### src/rtl/pipeline_ctrl_pkg.sv
// pipeline_ctrl_pkg: shared types and constants for the pipeline stall/flush sequencer
package pipeline_ctrl_pkg;

    localparam int DEF_REG_AW   = 5;
    localparam int DRAIN_CYCLES = 3;

    typedef enum logic [1:0] {
        RUN    = 2'd0,
        DRAIN  = 2'd1,
        HALTED = 2'd2
    } state_t;

    typedef struct packed {
        logic pc;
        logic ifid;
        logic idex;
        logic exmem;
        logic memwb;
    } en_t;

    typedef struct packed {
        logic ifid;
        logic idex;
        logic memwb;
    } fl_t;

endpackage

### src/rtl/pipeline_ctrl_hazard_detect.sv
// hazard_detect: flags a load in EX whose nonzero destination feeds a source read in ID
module hazard_detect
    import pipeline_ctrl_pkg::*;
#(
    parameter int REG_AW = DEF_REG_AW
) (
    input  logic [REG_AW-1:0] id_rs,
    input  logic [REG_AW-1:0] id_rt,
    input  logic              id_uses_rs,
    input  logic              id_uses_rt,
    input  logic              ex_memread,
    input  logic [REG_AW-1:0] ex_rd,
    output logic              load_use
);

    always_comb
        load_use = ex_memread && (ex_rd != '0) &&
                   ((id_uses_rs && id_rs == ex_rd) || (id_uses_rt && id_rt == ex_rd));

endmodule

### src/rtl/pipeline_ctrl.sv
// pipeline_ctrl: stall/flush sequencer for the 5-stage pipeline (load-use, squash,
// memory-wait freeze with watchdog, halt drain); enables and flushes are Mealy outputs
module pipeline_ctrl
    import pipeline_ctrl_pkg::*;
#(
    parameter int REG_AW      = DEF_REG_AW,
    parameter int MEM_TIMEOUT = 16
) (
    input  logic              clk,
    input  logic              reset,
    input  logic [REG_AW-1:0] id_rs,
    input  logic [REG_AW-1:0] id_rt,
    input  logic              id_uses_rs,
    input  logic              id_uses_rt,
    input  logic              ex_memread,
    input  logic [REG_AW-1:0] ex_rd,
    input  logic              ex_branch_taken,
    input  logic              mem_req,
    input  logic              mem_ready,
    input  logic              id_halt,
    output logic              pc_en,
    output logic              ifid_en,
    output logic              idex_en,
    output logic              exmem_en,
    output logic              memwb_en,
    output logic              ifid_flush,
    output logic              idex_flush,
    output logic              memwb_flush,
    output logic              halted,
    output logic              mem_timeout,
    output logic [15:0]       stall_count
);

    localparam int WW = (MEM_TIMEOUT > 2) ? $clog2(MEM_TIMEOUT) : 1;
    localparam logic [WW-1:0] WAIT_LAST  = WW'(MEM_TIMEOUT - 1);
    localparam logic [1:0]    DRAIN_LAST = 2'(DRAIN_CYCLES - 1);

    state_t        state, state_d;
    logic [WW-1:0] wait_cnt, wait_d;
    logic [1:0]    drain_cnt, drain_d;
    logic          tmo_d;
    logic [15:0]   stall_d;
    logic          load_use, mem_wait;
    en_t           en;
    fl_t           fl;

    hazard_detect #(.REG_AW(REG_AW)) u_hazard (
        .id_rs      (id_rs),
        .id_rt      (id_rt),
        .id_uses_rs (id_uses_rs),
        .id_uses_rt (id_uses_rt),
        .ex_memread (ex_memread),
        .ex_rd      (ex_rd),
        .load_use   (load_use)
    );

    assign mem_wait = mem_req && !mem_ready;

    always_ff @(posedge clk or negedge reset) begin
        if (!reset) begin
            state       <= RUN;
            wait_cnt    <= '0;
            drain_cnt   <= '0;
            mem_timeout <= 1'b0;
            stall_count <= '0;
        end else begin
            state       <= state_d;
            wait_cnt    <= wait_d;
            drain_cnt   <= drain_d;
            mem_timeout <= tmo_d;
            stall_count <= stall_d;
        end
    end

    always_comb begin
        state_d = state;
        drain_d = drain_cnt;
        wait_d  = '0;
        tmo_d   = mem_timeout;
        if (state != HALTED) begin
            if (mem_wait) begin
                wait_d = wait_cnt + 1'b1;
                if (wait_cnt == WAIT_LAST) begin
                    state_d = HALTED;
                    tmo_d   = 1'b1;
                end
            end else if (state == DRAIN) begin
                drain_d = drain_cnt + 2'd1;
                state_d = (drain_cnt == DRAIN_LAST) ? HALTED : DRAIN;
            end else if (!ex_branch_taken && !load_use && id_halt) begin
                state_d = DRAIN;
                drain_d = 2'd0;
            end
        end
        stall_d = (!en.pc && state != HALTED && stall_count != 16'hFFFF) ?
                  stall_count + 16'd1 : stall_count;
    end

    // DRAIN keeps the PC frozen and feeds bubbles behind the halt, even under a branch
    always_comb begin
        en = '1;
        fl = '0;
        if (!reset || state == HALTED) begin
            en = '0;
        end else if (mem_wait) begin
            en = '{pc: 1'b0, ifid: 1'b0, idex: 1'b0, exmem: 1'b0, memwb: 1'b1};
            fl.memwb = 1'b1;
        end else begin
            if (ex_branch_taken) begin
                fl.ifid = 1'b1;
                fl.idex = 1'b1;
            end else if (state == RUN && load_use) begin
                en.pc   = 1'b0;
                en.ifid = 1'b0;
                fl.idex = 1'b1;
            end else if (state == RUN && id_halt) begin
                en.pc   = 1'b0;
                fl.ifid = 1'b1;
            end
            if (state == DRAIN) begin
                en.pc   = 1'b0;
                fl.ifid = 1'b1;
            end
        end
    end

    assign pc_en       = en.pc;
    assign ifid_en     = en.ifid;
    assign idex_en     = en.idex;
    assign exmem_en    = en.exmem;
    assign memwb_en    = en.memwb;
    assign ifid_flush  = fl.ifid;
    assign idex_flush  = fl.idex;
    assign memwb_flush = fl.memwb;
    assign halted      = reset && state == HALTED;

endmodule

### config.mk
export PLATFORM = sky130hd
export DESIGN_NAME = pipeline_ctrl
export DESIGN_NICKNAME = d
export VERILOG_FILES = /design/src/rtl/pipeline_ctrl_pkg.sv /design/src/rtl/pipeline_ctrl_hazard_detect.sv /design/src/rtl/pipeline_ctrl.sv
export SDC_FILE = /design/constraint.sdc
export NUM_CORES = 1
export LEC_CHECK = 0
export CORE_MARGIN = 8
export CORE_UTILIZATION = 40
export CTS_CLUSTER_DIAMETER = 120
export DETAILED_ROUTE_END_ITERATION = 16
export GPL_ROUTABILITY_DRIVEN = 0
export GPL_TIMING_DRIVEN = 0
export PLACE_DENSITY_LB_ADDON = 0.1
export SETUP_SLACK_MARGIN = 0.2
export SYNTH_ARGS = -nofsm -noshare
export SYNTH_HDL_FRONTEND = slang
export SYNTH_SLANG_ARGS = --single-unit
### constraint.sdc
create_clock -name clk -period 4.4 [get_ports clk]
set_input_delay 0.88 -clock clk [delete_from_list [all_inputs] [get_ports clk]]
set_output_delay 0.88 -clock clk [all_outputs]
set_load 0.01 [all_outputs]
# After elaboration in Yosys (flattened, before gate mapping)
# Cells that the tools add are included.
# op_classes
add_sub_neg	3
n_eq_ne	9
muxes	25
bitwise_logic	1
n_reduce_logical	26
# ops
op	n
$mux 2	11
$add 16x1->16 const B	1
$ne 16x16->1 const B	1
$logic_and 1x1->1	12
$eq 5x5->1	2
$mux 1	9
$reduce_and 3->1	3
$mux 4	2
$mux 3	2
$logic_not 1->1	5
$mux 5	1
$reduce_bool 5->1	1
$add 4x1->4 const B	1
$eq 2x2->1 const B	2
$eq 4x4->1 const B	1
$reduce_bool 3->1	1
$add 2x1->2 const B	1
$eq 2x1->1 const B	1
$logic_not 2->1	1
$logic_or 1x1->1	2
$ne 2x1->1 const B	1
$ne 2x2->1 const B	1
$reduce_bool 2->1	1
$not 1->1	1
# word_totals
reg_bits	25
inputBits	24
out_inout_bits	26
wordCells	69

# Longest topological paths before layout
# logic_depth
depth_word	13
mapped_depth	10
ltp_nobuf	8

# Hierarchy
# A second synthesis with hierarchy kept.
# hier_totals
cells_unflattened	156
hier_area_um2	1458.9
# by_module_without_submodules
mod	n_inst	cells_per_inst	area_per_inst_um2	seq_area_each_um2
pipeline_ctrl	1	139	1325.0	625.6
hazard_detect	1	17	133.9	0.0

# Worst setup path after synthesis
# OpenSTA, ideal clock, no wires.
# synth_timing
path_kind	input to output
start	input port ex_rd[0]
end	output port pc_en
arrival_ns	2.147
required_time_ns	3.520
setup_slack_ns	1.373
cell_stages	4
path_buffers	1
cell_sequence	or4_1 o21ai_1 o31a_1 buf_6
# synth_via
elab_chain_cells	10
elab_cells_between_ends	14
classes_between	eq/ne (2); mux (5); reduce/logical (7)
# synth_lines
item	line_no	source
start, declared	pipeline_ctrl.sv:16	input logic [REG_AW-1:0] ex_rd,
$eq 5x5->1	pipeline_ctrl_hazard_detect.sv:18	((id_uses_rs && id_rs == ex_rd) || (id_uses_rt && id_rt == ex_rd));
$logic_and 1x1->1	pipeline_ctrl_hazard_detect.sv:18	
$logic_or 1x1->1	pipeline_ctrl_hazard_detect.sv:18	
$logic_and 1x1->1 *	pipeline_ctrl_hazard_detect.sv:17	load_use = ex_memread && (ex_rd != '0) &&
$logic_and 1x1->1 *	pipeline_ctrl.sv:112	end else if (state == RUN && load_use) begin
$mux 1 *	pipeline_ctrl.sv:112	
$mux 2 *	pipeline_ctrl.sv:109	if (ex_branch_taken) begin
$mux 1 *	pipeline_ctrl.sv:120	if (state == DRAIN) begin
$mux 2 *	pipeline_ctrl.sv:105	end else if (mem_wait) begin
$mux 5 *	pipeline_ctrl.sv:103	if (!reset || state == HALTED) begin
end, declared	pipeline_ctrl.sv:21	output logic pc_en,
# Every way passes the cells marked *; elsewhere a longest branch is shown, timed or not.

# Worst setup path in the final report
# layout_timing
start	input port ex_rd[0]
end	output port ifid_flush
# layout_via
elab_chain_cells	10
elab_cells_between_ends	14
classes_between	eq/ne (2); mux (5); reduce/logical (7)
# layout_lines
item	line_no	source
$eq 5x5->1	pipeline_ctrl_hazard_detect.sv:18	
$logic_and 1x1->1	pipeline_ctrl_hazard_detect.sv:18	
$logic_or 1x1->1	pipeline_ctrl_hazard_detect.sv:18	
$logic_and 1x1->1 *	pipeline_ctrl_hazard_detect.sv:17	
$logic_and 1x1->1 *	pipeline_ctrl.sv:112	
$mux 1 *	pipeline_ctrl.sv:112	
$mux 2 *	pipeline_ctrl.sv:109	
$mux 1 *	pipeline_ctrl.sv:120	
$mux 2 *	pipeline_ctrl.sv:105	
$mux 3 *	pipeline_ctrl.sv:103	
end, declared	pipeline_ctrl.sv:26	output logic ifid_flush,
# Marked as above.

==> tab_implementation.tex <==
\begin{tabular}{lr}
\hline
Metric & Value \\
\hline
\multicolumn{2}{l}{\textbf{Synth}} \\
\quad Async set-reset flop share out of synthesis & 100\% \\
\quad Share of Yosys cell area claimed by the top area cell type & 41.9\% \\
\quad Synth Warn \# & 0 \\
\quad Largest cells by area after synthesis & dfrtp\_1 (42\%), xor2\_1 (14\%), nor2\_1 (3.8\%), nand2\_1 (3.5\%), nor3\_1 (3.0\%) \\
\quad Cell type with the highest aggregate area in the netlist & dfrtp\_1 \\
\quad Flip-flop and latch count after synthesis & 25 \\
\quad Number of enable-type register cells in the synthesized netlist & 0 \\
\quad Most instantiated flip-flop cell in the synthesis netlist & dfrtp\_1 \\
\quad Post-synthesis cell area & 1490 um\^{}2 \\
\quad Post-Syn Instances & 156 \\
\quad Syn Nets & 183 \\
\quad Number of distinct standard cells referenced by the synthesized netlist & 40 \\
\quad Sequential-to-total area share from yosys stat & 41.9\% \\
\quad Synth Area per Inst & 9.56 um\^{}2 \\
\multicolumn{2}{l}{\textbf{Final layout}} \\
\quad Final non-filler cell total & 258 \\
\quad Final cell area excluding filler cells & 2100 um\^{}2 \\
\quad Fraction of layout cells with a size suffix above 1 & 8.10\% \\
\quad Final nets & 238 \\
\quad Diode count & 0 \\
\quad P\&R area growth vs syn & 40.9\% \\
\quad Fill cell instance count of the final layout & 358 \\
\multicolumn{2}{l}{\textbf{Job}} \\
\quad Max capacitance violation total & 0 \\
\multicolumn{2}{l}{\textbf{Floorplan}} \\
\quad Die ar. & 5940 um\^{}2 \\
\quad Die height & 77.1 um \\
\quad CORE AREA & 3630 um\^{}2 \\
\quad Horizontal extent of the die & 77.1 um \\
\quad Initial Utilization & 41.0\% \\
\quad Number of top-level design ports & 50 \\
\quad Row count & 22 \\
\multicolumn{2}{l}{\textbf{CTS}} \\
\quad Later-pin clock latency in the skew report & 270 ps \\
\quad Maximum clock path buffer count & 2 \\
\quad Clk sink count & 25 \\
\quad TritonCTS clock tree & yes \\
\quad Quantity of hold-fixing buffers added after cts & 0 \\
\quad Num CTS Buffers & 3 \\
\quad Clock transition time at the flip-flop clock pins of the worst setup and hold paths & 80 ps \\
\quad Cell at the root of the clock tree & clkbuf\_8 \\
\quad Depth of the CTS H-tree & 1 \\
\multicolumn{2}{l}{\textbf{Pwr}} \\
\quad Maximum resistive drop on vdd & 0.138 mV \\
\quad Leakage power of the design & 0.000847 uW \\
\quad Power density relative to cell area & 213 nW/um\^{}2 \\
\multicolumn{2}{l}{\textbf{Critical path}} \\
\quad Slowest cell delay on critical path & 580 ps \\
\quad Cell with the largest stage delay on the worst path & or4\_1 \\
\quad Critical path's top delay family & buffers and inverters \\
\quad Critical Path Source & ex\_rd[0] \\
\quad Reg-to-reg critical path endpoint & stall\_count[10]\$\_DFFE\_PN0P\_ \\
\quad Required time reported for the critical path endpoint & 3520 ps \\
\quad Worst Reg-to-Reg Cells & 7 \\
\quad Worst R2R Setup Slack & 2210 ps \\
\quad Buf/Inv on CP & 2 \\
\quad Worst EP arrival & 3110 ps \\
\quad Most common cell on crit path & clkdlybuf4s50\_1 \\
\quad Setup crit start kind & input pin \\
\quad RR Startpoint & stall\_count[0]\$\_DFFE\_PN0P\_ \\
\quad Endpoint type of the worst setup path & output pin \\
\quad Crit Path Category & input pin to output pin \\
\quad Cells traversed along the worst timing path & clkdlybuf4s50\_1 -> or4\_1 -> o21ai\_2 -> o21ai\_0 -> a21oi\_1 -> o21a\_1 -> clkdlybuf4s50\_1 \\
\quad Peak fanout along the critical path & 6 \\
\multicolumn{2}{l}{\textbf{GRT}} \\
\quad Wire length of the first global-routing pass & 6430 um \\
\quad GRT Total Usage & 12.6\% \\
\quad Via count of the first global-routing pass & 1465 \\
\quad Pin count of the biggest net entering global routing & 27 \\
\quad Total overflow reported by the global router & 0 \\
\quad Initial antenna violation count & 0 \\
\multicolumn{2}{l}{\textbf{Detailed routing}} \\
\quad Total Routed Length & 3560 um \\
\quad Per-cell routed wire length & 13.8 um \\
\quad Total number of vias & 1311 \\
\quad Detail-routed via count per cell & 5.08 \\
\quad DRC violation count after routing & 0 \\
\quad DRC violation total after the first TritonRoute iteration & 53 \\
\quad First drt pass iteration count & 4 \\
\quad Post-DRT Antenna Nets & 0 \\
\multicolumn{2}{l}{\textbf{Place}} \\
\quad DP Area & 2040 um\^{}2 \\
\quad Placed wire-length estimate after detailed placement & 2940 um \\
\quad Worst setup slack before clock tree synthesis & -531 ps \\
\quad Total placed cells including tap cells & 253 \\
\quad Count of port buffers added during placement & 49 \\
\multicolumn{2}{l}{\textbf{Min path}} \\
\quad Hold Crit Class & flop to flop \\
\quad Startpoint of the worst hold path & wait\_cnt[0]\$\_DFF\_PN0\_ \\
\quad Worst Hold End & wait\_cnt[0]\$\_DFF\_PN0\_ \\
\quad Worst hold path stage count & 1 \\
\multicolumn{2}{l}{\textbf{Outcome}} \\
\quad Result of the run & finished, final reports clean \\
\multicolumn{2}{l}{\textbf{STA}} \\
\quad Final-report max-slew violation count & 0 \\
\quad Final setup violation count & 0 \\
\quad Final setup skew & 3.32 ps \\
\quad Rel. slew slack & 60.9\% \\
\quad Ratio of final minimum period to clock period & 90.7\% \\
\quad Maximum clock rate & 250 MHz \\
\quad Worst Hold Slack & 472 ps \\
\quad Slew @ Worst Pin & 587 ps \\
\quad Worst Setup Slack, final & 408 ps \\
\quad Fin. Hold Viols & 0 \\
\quad Total Negative Setup Slacks & 0 ps \\
\quad RSZ-0062 raised after global routing & no \\
\quad Minimum clock period & 3990 ps \\
\hline
\end{tabular}
==> power by group <==
group          switching [uW]  internal (uW)  leakage (uW)  total [uW]
combinational            29.2           41.5      0.000525        70.7
clock                    70.0           63.3     0.0000255         133
sequential               7.69            237      0.000297         244
==> cell usage in the layout (no fill, tap or decap), drive strengths merged, types with 2 or more instances in the layout <==
| cell type | instances |
|---|---|
| o21ai | 6 |
| o21a | 2 |
| nor2b | 5 |
| nor4 | 6 |
| nor2 | 15 |
| nor3 | 9 |
| nand2 | 14 |
| nand3 | 7 |
| a21oi | 4 |
| clkdlybuf4s50 | 48 |
| inv | 6 |
| dfrtp | 25 |
| buf | 5 |
| nor4b | 2 |
| xnor2 | 4 |
| a31oi | 2 |
| clkbuf | 5 |
| xor2 | 23 |
| ha | 3 |
| and3 | 3 |
==> sequential cells by signal (all words and copies together) (netlist names) <==
| signal | count |
|---|---|
| state | 2 |
| mem_timeout | 1 |
| drain_cnt | 2 |
| wait_cnt | 4 |
| stall_count | 16 |
==> final cells by class <==
type,instances,area (um^2),share of cell area [%]
buffer,5,30.0,1.43
clock buffer,3,41.3,1.96
clock inverter,1,5.00,0.238
inverter,6,22.5,1.07
multi-input combinational,120,825,39.2
sequential,25,626,29.8
tap,48,60.1,2.86
timing repair buffer,50,493,23.5
==> metrics by stage <==
stage	utilization (%)	power, uW
finish	57.9	448
CTS	57.7	455
global placement	56.2	318
floorplan	-	272
detailed placement	56.2	320
global route	57.9	472
==> worst register-to-register path, cell delays in order, from the launching register on <==
cell,delay (ps)
dfrtp_1,410
ha_1,180
nand2_1,100
nor2_1,220
a41o_1,350
buf_1,500
nor4_1,130
xor2_1,180
==> what timing repair did <==
| item | 4_1_cts | 5_1_grt |
|---|---|---|
| setup buffers | 1 | 0 |
| resized for setup | 3 | 4 |
| pin swaps | 1 | 0 |
| hold endpoints to repair | 0 | 0 |
| endpoints found under the setup margin | 6 | 2 |
==> cells by family (layout without fill, tap and decap cells) <==
logic type | count (synthesis) | count (layout) | share of synthesized area, %
flip-flops | 25 | 25 | 41.9
AO/OA/AOI/OAI | 21 | 21 | 9.31
adder cells (fa/ha/maj) | 3 | 3 | 2.52
multiplexers | 1 | 1 | 0.755
AND/OR/NAND/NOR | 68 | 68 | 26.1
buffers and inverters | 11 | 65 | 3.52
XOR/XNOR | 27 | 27 | 15.9
==> cell usage after synthesis, types with 4 or more instances <==
library cell,n
a21oi_1,4
dfrtp_1,25
inv_1,6
nand2_1,14
nand3_1,7
nor2_1,15
nor2b_1,5
nor3_1,9
o21ai_0,5
xnor2_1,4
xor2_1,23
==> routing by layer <==
layer  vias up  part of all wire [%]  global-route usage [%]
met5         -                     0                       0
met4         0                  0.34                    1.51
met3         2                   5.6                    4.43
met2        21                    54                    23.4
met1       636                    40                    13.6
li1        652                     -                       -
==> how the worst max path moves through the flow <==
stage	end	cells past startpoint
5_1_grt	ifid_flush	7
2_1_floorplan	pc_en	4
3_5_place_dp	pc_en	9
6_report	ifid_flush	7
3_3_place_gp	pc_en	9
4_1_cts	ifid_flush	7
Note: power is estimated with default switching activity, not from simulation.
